$ cat config.mk
export PLATFORM = sky130hd
export DESIGN_NAME = fwd_hazard_ctrl
export DESIGN_NICKNAME = d
export VERILOG_FILES = /design/src/rtl/fwd_hazard_ctrl.sv
export SDC_FILE = /design/constraint.sdc
export NUM_CORES = 1
export LEC_CHECK = 0
export ABC_AREA = 1
export ABC_CLOCK_PERIOD_IN_PS = 1950
export BUFFER_PORTS_ARGS = -buffer_cell sky130_fd_sc_hd__buf_2
export CORE_ASPECT_RATIO = 0.6
export CORE_MARGIN = 4
export CORE_UTILIZATION = 35
export CTS_BUF_LIST = sky130_fd_sc_hd__clkbuf_8
export DETAILED_ROUTE_END_ITERATION = 10
export HOLD_SLACK_MARGIN = 0.06
export SETUP_SLACK_MARGIN = 0.1
export SYNTH_ARGS = -nofsm -noshare
export SYNTH_HDL_FRONTEND = slang
export SYNTH_SLANG_ARGS = --single-unit
$ cat constraint.sdc
create_clock -name clk_i -period 1.95 [get_ports clk_i]
set_input_delay 0.39 -clock clk_i [delete_from_list [all_inputs] [get_ports clk_i]]
set_output_delay 0.39 -clock clk_i [all_outputs]
set_load 0.02 [all_outputs]
$ cat src/rtl/fwd_hazard_ctrl.sv
// Forwarding-select and hazard-stall controller for a 5-stage pipeline.
// Build option: define FORWARDING_EN to enable EX operand forwarding; otherwise dependents stall.
module fwd_hazard_ctrl #(
  parameter int REG_AW = 5,
  parameter int CNT_W  = 16
) (
  input  logic              clk_i,
  input  logic              rst_i,
  input  logic [REG_AW-1:0] id_rs_i,
  input  logic [REG_AW-1:0] id_rt_i,
  input  logic              id_use_rs_i,
  input  logic              id_use_rt_i,
  input  logic [REG_AW-1:0] id_rd_i,
  input  logic              id_regwrite_i,
  input  logic              id_memread_i,
  input  logic              id_valid_i,
  input  logic              flush_i,
  output logic [1:0]        fwd_a_o,
  output logic [1:0]        fwd_b_o,
  output logic              stall_o,
  output logic              pc_write_o,
  output logic              ifid_write_o,
  output logic              idex_bubble_o,
  output logic [CNT_W-1:0]  stall_cnt_o
);

  localparam logic [REG_AW-1:0] REG_ZERO = {REG_AW{1'b0}};
  localparam logic [CNT_W-1:0]  CNT_ZERO = {CNT_W{1'b0}};
  localparam logic [CNT_W-1:0]  CNT_MAX  = {CNT_W{1'b1}};
  localparam logic [CNT_W-1:0]  CNT_ONE  = {{(CNT_W-1){1'b0}}, 1'b1};

  // Shadow pipeline state
  logic              ex_valid_r, ex_regwrite_r, ex_memread_r, ex_use_rs_r, ex_use_rt_r;
  logic [REG_AW-1:0] ex_rd_r, ex_rs_r, ex_rt_r;
  logic              mem_valid_r, mem_regwrite_r, mem_memread_r;
  logic [REG_AW-1:0] mem_rd_r;
  logic              wb_valid_r, wb_regwrite_r, wb_memread_r;
  logic [REG_AW-1:0] wb_rd_r;
  logic [CNT_W-1:0]  stall_cnt_r;

  logic              ex_nxt_valid_s, ex_nxt_regwrite_s, ex_nxt_memread_s;
  logic              ex_nxt_use_rs_s, ex_nxt_use_rt_s;
  logic [REG_AW-1:0] ex_nxt_rd_s, ex_nxt_rs_s, ex_nxt_rt_s;
  logic              ex_live_s, mem_live_s, wb_live_s;
  logic              stall_s, bubble_s;
  logic              unused_s;

  // True when the ID instruction reads register rd through a used source port.
  function automatic logic id_reads(input logic [REG_AW-1:0] rd,
                                    input logic use_rs, input logic [REG_AW-1:0] rs,
                                    input logic use_rt, input logic [REG_AW-1:0] rt);
    return (use_rs && (rs == rd)) || (use_rt && (rt == rd));
  endfunction

  assign ex_live_s  = ex_valid_r  & ex_regwrite_r  & (ex_rd_r  != REG_ZERO);
  assign mem_live_s = mem_valid_r & mem_regwrite_r & (mem_rd_r != REG_ZERO);
  assign wb_live_s  = wb_valid_r  & wb_regwrite_r  & (wb_rd_r  != REG_ZERO);

`ifdef FORWARDING_EN
  // Only a load still in EX cannot be forwarded in time.
  assign stall_s = id_valid_i & ~flush_i & ex_live_s & ex_memread_r &
                   id_reads(ex_rd_r, id_use_rs_i, id_rs_i, id_use_rt_i, id_rt_i);
`else
  // Without forwarding, wait until the producer has reached WB.
  assign stall_s = id_valid_i & ~flush_i &
                   ((ex_live_s  & id_reads(ex_rd_r,  id_use_rs_i, id_rs_i, id_use_rt_i, id_rt_i)) |
                    (mem_live_s & id_reads(mem_rd_r, id_use_rs_i, id_rs_i, id_use_rt_i, id_rt_i)));
`endif

  assign bubble_s = stall_s | flush_i;

  // Next EX contents: captured ID fields, or an all-zero bubble.
  always_comb begin
    ex_nxt_valid_s    = 1'b0;
    ex_nxt_regwrite_s = 1'b0;
    ex_nxt_memread_s  = 1'b0;
    ex_nxt_use_rs_s   = 1'b0;
    ex_nxt_use_rt_s   = 1'b0;
    ex_nxt_rd_s       = REG_ZERO;
    ex_nxt_rs_s       = REG_ZERO;
    ex_nxt_rt_s       = REG_ZERO;
    if (!bubble_s) begin
      ex_nxt_valid_s    = id_valid_i;
      ex_nxt_regwrite_s = id_regwrite_i;
      ex_nxt_memread_s  = id_memread_i;
      ex_nxt_use_rs_s   = id_use_rs_i;
      ex_nxt_use_rt_s   = id_use_rt_i;
      ex_nxt_rd_s       = id_rd_i;
      ex_nxt_rs_s       = id_rs_i;
      ex_nxt_rt_s       = id_rt_i;
    end else begin
      ex_nxt_valid_s    = 1'b0;
    end
  end

  // Shadow pipeline advance: WB <= MEM <= EX <= ID/bubble.
  always_ff @(posedge clk_i or negedge rst_i) begin
    if (!rst_i) begin
      ex_valid_r     <= 1'b0;
      ex_regwrite_r  <= 1'b0;
      ex_memread_r   <= 1'b0;
      ex_use_rs_r    <= 1'b0;
      ex_use_rt_r    <= 1'b0;
      ex_rd_r        <= REG_ZERO;
      ex_rs_r        <= REG_ZERO;
      ex_rt_r        <= REG_ZERO;
      mem_valid_r    <= 1'b0;
      mem_regwrite_r <= 1'b0;
      mem_memread_r  <= 1'b0;
      mem_rd_r       <= REG_ZERO;
      wb_valid_r     <= 1'b0;
      wb_regwrite_r  <= 1'b0;
      wb_memread_r   <= 1'b0;
      wb_rd_r        <= REG_ZERO;
    end else begin
      ex_valid_r     <= ex_nxt_valid_s;
      ex_regwrite_r  <= ex_nxt_regwrite_s;
      ex_memread_r   <= ex_nxt_memread_s;
      ex_use_rs_r    <= ex_nxt_use_rs_s;
      ex_use_rt_r    <= ex_nxt_use_rt_s;
      ex_rd_r        <= ex_nxt_rd_s;
      ex_rs_r        <= ex_nxt_rs_s;
      ex_rt_r        <= ex_nxt_rt_s;
      mem_valid_r    <= ex_valid_r;
      mem_regwrite_r <= ex_regwrite_r;
      mem_memread_r  <= ex_memread_r;
      mem_rd_r       <= ex_rd_r;
      wb_valid_r     <= mem_valid_r;
      wb_regwrite_r  <= mem_regwrite_r;
      wb_memread_r   <= mem_memread_r;
      wb_rd_r        <= mem_rd_r;
    end
  end

`ifdef FORWARDING_EN
  logic [1:0] fwd_a_r, fwd_b_r;
  logic [1:0] fwd_a_nxt_s, fwd_b_nxt_s;

  // Select for one operand: newest live producer (MEM) beats the older one (WB).
  function automatic logic [1:0] fwd_sel(input logic use_src, input logic [REG_AW-1:0] src,
                                         input logic m_live, input logic [REG_AW-1:0] m_rd,
                                         input logic w_live, input logic [REG_AW-1:0] w_rd);
    logic [1:0] sel;
    if (use_src && m_live && (m_rd == src)) begin
      sel = 2'b01;
    end else if (use_src && w_live && (w_rd == src)) begin
      sel = 2'b10;
    end else begin
      sel = 2'b00;
    end
    return sel;
  endfunction

  // Selects are precomputed from the state the pipeline moves into, so they come out of flops.
  assign fwd_a_nxt_s = fwd_sel(ex_nxt_use_rs_s, ex_nxt_rs_s, ex_live_s, ex_rd_r, mem_live_s, mem_rd_r);
  assign fwd_b_nxt_s = fwd_sel(ex_nxt_use_rt_s, ex_nxt_rt_s, ex_live_s, ex_rd_r, mem_live_s, mem_rd_r);

  // Registered forwarding selects.
  always_ff @(posedge clk_i or negedge rst_i) begin
    if (!rst_i) begin
      fwd_a_r <= 2'b00;
      fwd_b_r <= 2'b00;
    end else begin
      fwd_a_r <= fwd_a_nxt_s;
      fwd_b_r <= fwd_b_nxt_s;
    end
  end

  assign fwd_a_o  = fwd_a_r;
  assign fwd_b_o  = fwd_b_r;
  assign unused_s = &{1'b0, mem_memread_r, wb_memread_r, wb_live_s, ex_use_rs_r, ex_use_rt_r,
                      ex_rs_r, ex_rt_r};
`else
  assign fwd_a_o  = 2'b00;
  assign fwd_b_o  = 2'b00;
  assign unused_s = &{1'b0, mem_memread_r, wb_memread_r, wb_live_s, ex_use_rs_r, ex_use_rt_r,
                      ex_rs_r, ex_rt_r, ex_memread_r};
`endif

  // Saturating stall-cycle counter.
  always_ff @(posedge clk_i or negedge rst_i) begin
    if (!rst_i) begin
      stall_cnt_r <= CNT_ZERO;
    end else if (stall_s && (stall_cnt_r != CNT_MAX)) begin
      stall_cnt_r <= stall_cnt_r + CNT_ONE;
    end else begin
      stall_cnt_r <= stall_cnt_r;
    end
  end

  assign stall_o       = stall_s;
  assign pc_write_o    = ~stall_s;
  assign ifid_write_o  = ~stall_s;
  assign idex_bubble_o = bubble_s;
  assign stall_cnt_o   = stall_cnt_r;

endmodule

==> impl_metrics.toml <==
[timing]
clock_skew_ps = 8.773
max_freq_ghz = 0.5146
period_share_pct = 99.65
rsz0062_at_grt = "yes"
setup_viol = 0
maxSlewViolCount = 0
slew_headroom_pct = 53.85
holdWs_ps = 148.8
worst_pin_slew_ps = 692.2
finalHoldViolations = 0
min_period_ps = 1943

[power_and_ir_drop]
peakVddDrop_uv = 344.2
p_sw_share_pct = 22.84
switching_power_uw = 367.1
power_frac_clock_pct = 49.6
leakagePower_nw = 1.397
p_int_mw = 1.240
comb_power_share_pct = 9.5
power_frac_seq_pct = 40.9
power_density_nw_per_um2 = 655.7

[synth]
ys_seq_area_share_pct = 38.66
avgSynthCellArea_um2 = 6.935
synth_ff_type = "dfrtp_1"
synth_top_area_share_pct = 38.66
synth_seq_cells = 30
synthArstFlopShare_pct = 100.0
yosysMostFrequentCell = "nand2_1"
synthesis.instances = 280
synthTopCellsByCount = "nand2_1 (96), inv_1 (36), nor2_1 (33)"
synth_edf_count = 0
synthDistinctLibCells = 24
synth.cell_area_um2 = 1942
ys_top_cells_by_area = "dfrtp_1 (39%), nand2_1 (19%), inv_1 (7.0%), nand4_1 (6.4%), nor2_1 (6.4%)"
yosys_warnings = 0
netlist.top_cell.by_area = "dfrtp_1"

[finish]
synthToLayoutAreaGrowth_pct = 26.22
drive_gt1_share_pct = 27.84
design.final.nets = 357
fillers = 557
stdcell_area_um2 = 2451
antenna-diode-count = 0

[floorplan]
core_region_area_um2 = 5205
die_h_um = 65.70
fp-row-count = 20
die_area_um2 = 6843
die_x_um = 104.2
ioPinCount = 47
start_util_pct = 37.31

[placement]
globalplace.congestion = 0.8623
port_buffers = 41
dp_hpwl_um = 3857
post_dp_cell_area_um2 = 2236

[worst_setup_path]
cp.required_ps = 1560
cpPeakStageDelay_ps = 420
reg2regPathDepth = 9
crit_arrival_ps = 1550
path_cells = "buf_4 -> nand2_1 -> nand2_1 -> nor2_1 -> nand3_1 -> nand2_2 -> nand2_2 -> nand2_4 -> nand2_4 -> inv_1 -> buf_6"
critical_path.max_fanout = 4
rrSetupSlack_ps = 290
rr_startpoint = "stall_cnt_o[0]"
r2r_end = "stall_cnt_o[12]"
slowest_stage = "dfrtp_1"
crit_family = "simple AND/OR/NAND/NOR gates"
critical_path_class = "flop to output port"
crit_path_end_kind = "output port"
crit_path_start_kind = "flop"
crit_buf_inv = 3

[detailed_routing]
first_pass_iters = 4
routed-via-count = 1872
drt_iter0_markers = 116
drtAntennaViolNets = 0
viasPerCell = 4.680
drt_wl_total_um = 5073
drc = 0
routedWlPerCell_um = 12.68

[clocking]
cts-hold-fix-buffers = 0
tritoncts = "done"
cts.sinks = 30
clock_latency_ps = 280
cts_buffers = 5
cts_htree_levels = 2
path_clk_slew_ps = 70
cts_root_buf = "clkbuf_8"
cts_max_path_buffers = 2

[run_status]
outcome = "finished, final reports clean"

[grt]
first_global_vias = 1661
grt_usage_pct = 15.39
grt_overflow = 0
grt_max_degree = 31
antenna_found_initial = 0
grt_pass1_wl_um = 8321

[hold_path]
hold_class = "primary input to asynchronous set/reset pin"

[job]
drv_cap = 0
## per-layer routing
metal	vias to the layer above	global-route usage, %	part of all wire (%)
li1	970	-	-
met1	840	25.21	57
met2	60	20.15	36
met3	2	3.533	6.5
met4	0	1.990	0.28
met5	-	0	0
## metrics by stage
| stage | instances | setup WS (ps) | TNS (ps) | total power [mW] | util [%] |
|---|---|---|---|---|---|
| after floorplan | 283 | 192.6 | 0 | 0.7529 | - |
| after global placement | 389 | 132.7 | 0 | 0.8113 | 42.96 |
| after detailed placement | 389 | 121.3 | 0 | 0.8143 | 42.96 |
| after CTS | 397 | 2.153 | 0 | 1.623 | 46.42 |
| after global routing | 400 | -93.18 | -318.5 | 1.678 | 47.09 |
| final | 400 | 6.902 | 0 | 1.607 | 47.09 |
## power groups by stage
stage / Clock [mW] / Sequential, mW / Combinational [mW]
global route: 0.843 / 0.659 / 0.176
CTS: 0.814 / 0.657 / 0.152
detailed placement: 0 / 0.667 / 0.147
finish: 0.797 / 0.657 / 0.153
floorplan: 0 / 0.664 / 0.0884
global placement: 0 / 0.667 / 0.144
## worst max path at each step
stage	slack, ps	depth (start not counted)	start	to
CTS	2	11	ex_rd_r[1]	stall_o
floorplan	190	8	ex_rd_r[2]	idex_bubble_o
global route	-90	11	ex_rd_r[1]	idex_bubble_o
finish	7	11	ex_rd_r[1]	stall_o
global placement	130	12	id_rs_i[1]	idex_bubble_o
detailed placement	120	12	id_rs_i[3]	idex_bubble_o
## cells in the final DEF, fill, tap and decap left out
master,Yosys,routed
clkbuf_8,0,6
dfrtp_1,30,26
inv_1,36,34
nand2_4,1,3
dfrtp_2,0,4
nor3_2,2,3
nor2_1,33,33
nand2_2,12,13
nand3_4,1,2
nand3_1,14,14
buf_2,1,39
ha_1,1,1
conb_1,1,4
inv_2,4,6
nor2_2,1,1
nor3_1,5,4
xnor2_1,3,3
xor2_1,8,8
buf_4,6,10
nand4_2,1,1
nand2_1,96,93
o21ai_1,1,1
bufinv_16,0,2
nand4_1,20,20
nor2_4,1,1
buf_6,1,2
## sequential cells by signal, indices dropped and copies added, names as in the netlist
signal	count
ex_valid_r	1
ex_regwrite_r	1
mem_valid_r	1
mem_rd_r	5
mem_regwrite_r	1
ex_rd_r	5
stall_cnt_o	16
## area by class of cell
type                    count  area, µm²  area share (%)
multi-input cells         205       1027           41.91
flip-flops and latches     30      755.7           30.83
repair buffers             51      292.8           11.94
inverters                  40      150.1           6.126
clock buffers               6      82.58           3.369
well taps                  66      82.58           3.369
clock inverters             2      60.06           2.450
## repair_timing
action,4_1_cts,5_1_grt
buffers inserted,0,2
endpoints found under the hold margin,0,0
gates cloned,0,1
gates resized for setup,15,2
setup endpoints to repair,4,20
pin swaps,5,2
## cell families after synthesis
kind of cell,count (synthesis),synth area share [%]
AO/OA/AOI/OAI,1,0.2575
XOR/XNOR,11,4.962
adder cells (fa/ha/maj),1,0.6442
buffers and inverters,49,11.08
flip-flops,30,38.66
other,1,0.1931
AND/OR/NAND/NOR,187,44.20
No activity file was read; power rests on OpenSTA's default activity.
